--- src/rtl/hazard_pkg.sv ---
// ----------------------------------------------------------------------------
// hazard_pkg
//   Shared definitions for the hazard / forwarding controller:
//     FWD_REG / FWD_WB / FWD_MEM : EX operand mux select codes
//     regnum_t                   : register-number field, wide enough for any
//                                  RBITS up to RN_MAX (narrower numbers are
//                                  zero-extended on entry)
//     slot_t / BUBBLE            : pipeline slot record and its empty value
// ----------------------------------------------------------------------------
package hazard_pkg;

    localparam int unsigned RN_MAX = 7;

    typedef logic [RN_MAX:0] regnum_t;
    typedef logic [1:0]      fwd_sel_t;

    localparam fwd_sel_t FWD_REG = 2'b00;
    localparam fwd_sel_t FWD_WB  = 2'b01;
    localparam fwd_sel_t FWD_MEM = 2'b10;

    typedef struct packed {
        logic    Valid;
        regnum_t Rs;
        regnum_t Rt;
        regnum_t Rd;
        logic    RegWrite;
        logic    MemRead;
    } slot_t;

    localparam slot_t BUBBLE = '0;

endpackage

--- src/rtl/fwd_select.sv ---
// ----------------------------------------------------------------------------
// fwd_select
//   Chooses the forwarding source for one EX operand.
//     src_i : register number read by the EX instruction for this operand
//     mem_i : MEM slot
//     wb_i  : WB slot
//     sel_o : FWD_MEM, FWD_WB or FWD_REG (never 2'b11)
//   A load in MEM has no data yet, so it is not a MEM source; its value is
//   picked up from WB one cycle later. Register 0 is never a source.
// ----------------------------------------------------------------------------
module fwd_select
    import hazard_pkg::*;
(
    input  regnum_t  src_i,
    input  slot_t    mem_i,
    input  slot_t    wb_i,
    output fwd_sel_t sel_o
);

    logic mem_hit;
    logic wb_hit;

    // Slot fields that play no part in source selection.
    logic unused_fields;
    assign unused_fields = ^{mem_i.Rs, mem_i.Rt, wb_i.Rs, wb_i.Rt, wb_i.MemRead};

    always_comb begin
        mem_hit = mem_i.Valid && mem_i.RegWrite && !mem_i.MemRead &&
                  (mem_i.Rd != '0) && (mem_i.Rd == src_i);
        wb_hit  = wb_i.Valid && wb_i.RegWrite &&
                  (wb_i.Rd != '0) && (wb_i.Rd == src_i);

        sel_o = FWD_REG;
        if (mem_hit) begin
            sel_o = FWD_MEM;
        end else if (wb_hit) begin
            sel_o = FWD_WB;
        end
    end

endmodule

--- src/rtl/hazard_forward_ctrl.sv ---
// ----------------------------------------------------------------------------
// hazard_forward_ctrl
//   Tracks the instructions in EX/MEM/WB and produces the operand-forwarding
//   selects, the load-use stall and the taken-branch flush for a 5-stage pipe.
//   Ports:
//     Clock, Reset            : clock, asynchronous active-high reset
//     ID_Valid                : ID holds a real instruction
//     ID_Rs, ID_Rt, ID_Rd     : ID source / destination registers
//     ID_RegWrite, ID_MemRead : ID instruction writes a register / is a load
//     EX_BranchTaken          : branch or jump in EX resolved taken
//     FwdA, FwdB              : EX operand A/B mux selects
//     Stall                   : hold PC and IF/ID this cycle
//     Flush                   : clear IF/ID this cycle
//     StallCount              : saturating count of stall cycles
//   RBITS may not exceed hazard_pkg::RN_MAX.
// ----------------------------------------------------------------------------
module hazard_forward_ctrl
    import hazard_pkg::*;
#(
    parameter int RBITS = 4,
    parameter int CBITS = 15
) (
    input  logic             Clock,
    input  logic             Reset,
    input  logic             ID_Valid,
    input  logic [RBITS:0]   ID_Rs,
    input  logic [RBITS:0]   ID_Rt,
    input  logic [RBITS:0]   ID_Rd,
    input  logic             ID_RegWrite,
    input  logic             ID_MemRead,
    input  logic             EX_BranchTaken,
    output logic [1:0]       FwdA,
    output logic [1:0]       FwdB,
    output logic             Stall,
    output logic             Flush,
    output logic [CBITS:0]   StallCount
);

    slot_t          ex_q, mem_q, wb_q;
    slot_t          ex_d;
    logic [CBITS:0] cnt_q, cnt_d;
    regnum_t        id_rs, id_rt, id_rd;
    logic           stall_w;
    logic           flush_w;

    assign id_rs = regnum_t'(ID_Rs);
    assign id_rt = regnum_t'(ID_Rt);
    assign id_rd = regnum_t'(ID_Rd);

    // A taken branch masks the load-use stall, so the two never coincide.
    always_comb begin
        flush_w = EX_BranchTaken;
        stall_w = ID_Valid && ex_q.Valid && ex_q.MemRead && (ex_q.Rd != '0) &&
                  ((ex_q.Rd == id_rs) || (ex_q.Rd == id_rt)) && !flush_w;
    end

    always_comb begin
        ex_d = BUBBLE;
        if (ID_Valid && !flush_w && !stall_w) begin
            ex_d.Valid    = 1'b1;
            ex_d.Rs       = id_rs;
            ex_d.Rt       = id_rt;
            ex_d.Rd       = id_rd;
            ex_d.RegWrite = ID_RegWrite;
            ex_d.MemRead  = ID_MemRead;
        end
    end

    always_comb begin
        cnt_d = cnt_q;
        if (stall_w && (cnt_q != '1)) begin
            cnt_d = cnt_q + 1'b1;
        end
    end

    always_ff @(posedge Clock or posedge Reset) begin
        if (Reset) begin
            ex_q  <= BUBBLE;
            mem_q <= BUBBLE;
            wb_q  <= BUBBLE;
            cnt_q <= '0;
        end else begin
            ex_q  <= ex_d;
            mem_q <= ex_q;
            wb_q  <= mem_q;
            cnt_q <= cnt_d;
        end
    end

    fwd_select u_fwd_a (
        .src_i (ex_q.Rs),
        .mem_i (mem_q),
        .wb_i  (wb_q),
        .sel_o (FwdA)
    );

    fwd_select u_fwd_b (
        .src_i (ex_q.Rt),
        .mem_i (mem_q),
        .wb_i  (wb_q),
        .sel_o (FwdB)
    );

    assign Stall      = stall_w;
    assign Flush      = flush_w;
    assign StallCount = cnt_q;

endmodule

--- config.mk ---
export PLATFORM = sky130hd
export DESIGN_NAME = hazard_forward_ctrl
export DESIGN_NICKNAME = d
export VERILOG_FILES = /design/src/rtl/hazard_pkg.sv /design/src/rtl/fwd_select.sv /design/src/rtl/hazard_forward_ctrl.sv
export SDC_FILE = /design/constraint.sdc
export NUM_CORES = 1
export LEC_CHECK = 0
export ABC_AREA = 0
export CORE_MARGIN = 3
export CORE_UTILIZATION = 34
export CTS_CLUSTER_DIAMETER = 200
export DETAILED_ROUTE_END_ITERATION = 12
export PLACE_DENSITY_LB_ADDON = 0.05
export SYNTH_ARGS = -nofsm -noshare
export SYNTH_HDL_FRONTEND = slang
export SYNTH_SLANG_ARGS = --single-unit
--- constraint.sdc ---
create_clock -name Clock -period 5.23 [get_ports Clock]
set_input_delay 1.046 -clock Clock [delete_from_list [all_inputs] [get_ports Clock]]
set_output_delay 1.046 -clock Clock [all_outputs]
set_load 0.01 [all_outputs]
After elaboration in Yosys (flattened, before gate mapping)

Cells that the tools add are included.

Flip-flop bits (word level): 64
Latch bits: 0
Bits in writable memories: 0
Bits in read-only memories: 0
Bits of input ports: 21
Output and inout bits: 22
Word-level logic and storage cells: 51
Memories: 0

$add $sub $neg: 1
Multipliers: 0
Div/mod/pow operators: 0
Magnitude comparators: 0
Equal/unequal tests: 7
Shift operators: 0
Mux-type cells: 5
Bitwise gates (word level): 0
Reduce and logical (&&, ||, !) cells: 24

Operators by type and width:

| cell                                          | number |
|---|---|
| equality test 8 bit                           | 4 |
| two-way mux 27 bit                            | 1 |
| nonzero test 8 bit                            | 3 |
| logical AND 1 bit                             | 17 |
| adder 16 x 1 -> 16 bit, second input constant | 1 |
| equality test 8 x 5 -> 1 bit                  | 2 |
| inequality test 16 bit, second input constant | 1 |
| two-way mux 2 bit                             | 2 |
| logical NOT 1 bit                             | 3 |
| two-way mux 1 bit                             | 2 |
| logical OR 1 bit                              | 1 |

Logic depth before layout (Yosys ltp)

Depth after elaboration: 8
Gate-level depth with buffers: 7
Mapped depth without buffers: 6

Cells and area by module

From an unflattened synthesis, not the netlist that was laid out.

Cells, all modules: 233
Area total of the unflattened synthesis: 2967.8 µm²

Modules (own cells, without submodules):

| module              | times used | cells an instance | area each (µm²) | sequential area each (µm²) |
|---|---|---|---|---|
| hazard_forward_ctrl | 1          | 169               | 2464.9          | 1751.7 |
| fwd_select          | 2          | 32                | 251.5           | 0.0 |

Worst setup path before layout

OpenSTA, ideal clock, no wires.

Kind: input to output
From: in ID_Rs[4]
To: out Stall
Arrival time: 2022 ps
Required time: 4184 ps
Setup slack: 2162 ps
Stages: 5
Path buffers: 1
Path through: xnor2_1 nand3_1 o22ai_2 buf_2 and2_2

Cells in the longest elaborated chain, start to end: 4

Ends and longest elaborated chain:

| item                         | RTL line                  | text |
|---|---|---|
| start, declared              | hazard_forward_ctrl.sv:26 | `input logic [RBITS:0] ID_Rs,` |
| equality test 8 x 5 -> 1 bit | hazard_forward_ctrl.sv:54 | `((ex_q.Rd == id_rs) \|\| (ex_q.Rd == id_rt)) && !flush_w;` |
| logical OR 1 bit             | hazard_forward_ctrl.sv:54 |  |
| logical AND 1 bit            | hazard_forward_ctrl.sv:53 | `stall_w = ID_Valid && ex_q.Valid && ex_q.MemRead && (ex_q.Rd != '0) &&` |
| logical AND 1 bit            | hazard_forward_ctrl.sv:54 |  |
| end, declared                | hazard_forward_ctrl.sv:34 | `output logic Stall,` |

No other way between the ends.

Worst setup path after layout

From: in ID_Rs[0]
To: out Stall

Same word-level chain as after synthesis.

==> results.cfg <==
[route]
via_count = 1499
drcViolationCount = 0
drt-pass1-iter-count = 4
wire_per_inst_um = 14.6
wirelength_mm = 4.50
drt_iter0_drc = 48
via_per_inst = 4.85
ant_nets = 0

[synth]
synth_edf_count = 0
synth_top_area_share_pct = 55.2
synth_area_mm2 = 0.00222
yosysTopAreaCell = dfrtp_1
ys_ff_latch = 49
async_flop_share_pct = 100
synth_area_leaders = dfrtp_1 55%, xnor2_1 14%, and2_2 6.1%
synthFlopType = dfrtp_1
postSynthAreaPerCell_um2 = 11.7
synthesis.instances = 189
synth_cell_types = 29
synth_fp_nets = 211
synth-seq-area-share_pct = 55.2
yosysWarnings = 0

[worst_setup_path]
critPathRequiredTime_ps = 4180
crit_path_top_delay_cell = clkdlybuf4s50_1
crit_family = buffers and inverters
crit_type = in2out
critical_path.startpoint_type = input port
endpoint_kind = output port
crit_chain = clkdlybuf4s50_1 -> xnor2_1 -> nand3_1 -> o22ai_2 -> buf_4 -> and2_2 -> clkdlybuf4s50_1
critical_path.max_stage_delay_ps = 520
worstPathMaxFanout = 18
crit_buf_inv = 3
cpMostUsedCell = clkdlybuf4s50_1
crit_arrival_ps = 2920

[global_route]
grt_pass1_vias = 1607
grt_use_total_pct = 13.2
grt_max_degree = 50
antenna_found_initial = 0
grt_overflow = 0
grt_pass1_wl_mm = 7.77

[cts]
cts_tree = done
ctsHoldBuffers = 0
htree_levels = 2
clockBufferDepth = 2
ctsRootBufferMaster = clkbuf_8
numCtsBuffers = 5
post_cts_buffers = 0
clk_pin_slew_worst_paths_ps = 80
insertion_delay_ps = 300
cts_sinks = 49
cts-resized-gates = 0

[floorplan]
rows = 28
fp.dieH_um = 86.8
die_area_mm2 = 0.00753
start_util_pct = 36.2
die_w_um = 86.8
core_area_mm2 = 0.00613
ios = 43

[sta]
slew_violations = 0
rsz0062_at_grt = no
hold_viol = 0
setup-violations-final = 0
setup_tns_ps = 0
tightest_slew_ps = 978
final.min_clock_period_ps = 3960
fmax_mhz = 252
whs_ps = 353
skew_ps = 7.59
fin_crit_sh_pct = 75.8
timing.slew.headroom_pct = 34.7

[placed_design]
dp.cells = 301
io_buffers = 42
gp_congestion = 0.833
dp_hpwl_mm = 3.36

[final_layout]
area_delta_synth_final_pct = 26.9
drive_gt1_share_pct = 14.5
final_core_util_pct = 46.0
nets = 255
antennaDiodeCount = 0
layoutNonFillerInstCount = 309

[pwr]
p_per_area_mw_per_mm2 = 262
vdd_drop_max_v = 0.000104
leakagePower_nw = 1.21

[run]
maxCapViolations = 0

[hold_path]
min_path_type = reg2reg

[outcome]
status = finished clean
[final timing paths]
path | from | endpoint | slack (ps) | cells after the start
max in group asynchronous | Reset | mem_q[26] | 3330 | 2
min in group asynchronous | Reset | mem_q[1] | 1300 | 2
worst max-delay path | ID_Rs[0] | Stall | 1270 | 7
worst min register to register | ex_q[1] | mem_q[1] | 350 | 0
worst max register to register | ex_q[3] | StallCount[1] | 3040 | 5
worst min-delay path | ex_q[1] | mem_q[1] | 350 | 0
[logic make-up (layout without fill, tap and decap cells)]
kind of cell | Yosys count | after routing | synth area share, %
and+or+nand+nor | 75 | 75 | 20.1
DFF | 49 | 49 | 55.2
xor gates and xnor gates | 44 | 44 | 17.4
buffers and inverters | 12 | 57 | 2.99
AOI/OAI and AO/OA | 7 | 7 | 3.27
adders and majority gates | 1 | 1 | 0.564
muxes | 1 | 1 | 0.507
[flip-flops by register name (all words and copies together), names as in the netlist]
| signal | flops |
|---|---|
| StallCount | 16 |
| ex_q | 18 |
| wb_q | 7 |
| mem_q | 8 |
[worst register-to-register path: stages (launching register included)]
cell and delay, ps:
dfrtp_1 440, or4_1 600, o2111ai_2 270, nor2_1 250, nand2_1 180, mux2_2 340
[where the power goes]
group / leakage (nW) / switching, mW / internal (mW)
logic: 0.483 / 0.0256 / 0.0332
registers: 0.666 / 0.0102 / 0.389
clock network: 0.0574 / 0.124 / 0.155
[metrics by stage]
stage / setup WS (ps) / power (mW) / cell area (um^2)
5_1_grt: 1140 / 0.767 / 2820
4_1_cts: 1230 / 0.744 / 2820
6_report: 1270 / 0.737 / 2820
2_1_floorplan: 2160 / 0.440 / 2220
3_5_place_dp: 1240 / 0.467 / 2700
3_3_place_gp: 1260 / 0.466 / 2700
[cells in the mapped netlist, types with 2 or more instances]
library cell / count
nor4_1: 6
nor2_1: 9
xor2_1: 8
and3_1: 5
dfrtp_1: 49
xnor2_1: 36
or4_1: 3
and2_2: 18
buf_2: 2
buf_4: 3
inv_1: 5
nand3_1: 16
nand4_1: 8
nand2_1: 6
[layer usage]
layer	global-route usage (%)	part of all wire (%)	vias up	routed length (um)
li1	-	-	724	-
met1	16.4	43	736	1930
met2	22.2	52	30	2350
met3	3.33	3.2	9	145
met4	4.53	1.8	0	82
met5	0	0	-	0
[placed cells by master, fill, tap and decap left out]
cell / netlist / final
xor2_1: 8 / 8
clkdlybuf4s50_1: 0 / 42
and2_2: 18 / 18
mux2_2: 1 / 1
clkinvlp_4: 0 / 1
and4_1: 1 / 1
xnor2_1: 36 / 36
a21oi_1: 1 / 1
nand4b_1: 1 / 1
nand2_1: 6 / 6
nand4_1: 8 / 8
and2b_2: 1 / 1
dfrtp_1: 49 / 49
or4_1: 3 / 3
nor2_1: 9 / 9
clkbuf_8: 0 / 6
inv_1: 5 / 4
o21ai_0: 1 / 1
o22ai_2: 1 / 1
o2111ai_2: 1 / 1
and3_1: 5 / 5
bufinv_16: 0 / 1
a31oi_1: 1 / 1
buf_4: 3 / 1
nor4_1: 6 / 6
inv_2: 1 / 2
o311a_1: 1 / 1
or3_1: 1 / 1
nand3_1: 16 / 16
a21boi_4: 1 / 1
ha_1: 1 / 1
[cell type report]
class | count | area [um^2]
Sequential cell | 49 | 1230
Inverter | 6 | 22.5
Fill cell | 564 | 3310
Timing Repair Buffer | 43 | 428
Tap cell | 75 | 93.8
Clock inverter | 2 | 37.5
Multi-Input combinational cell | 128 | 927
Clock buffer | 6 | 82.6
Power figures use the tool's default switching activity.
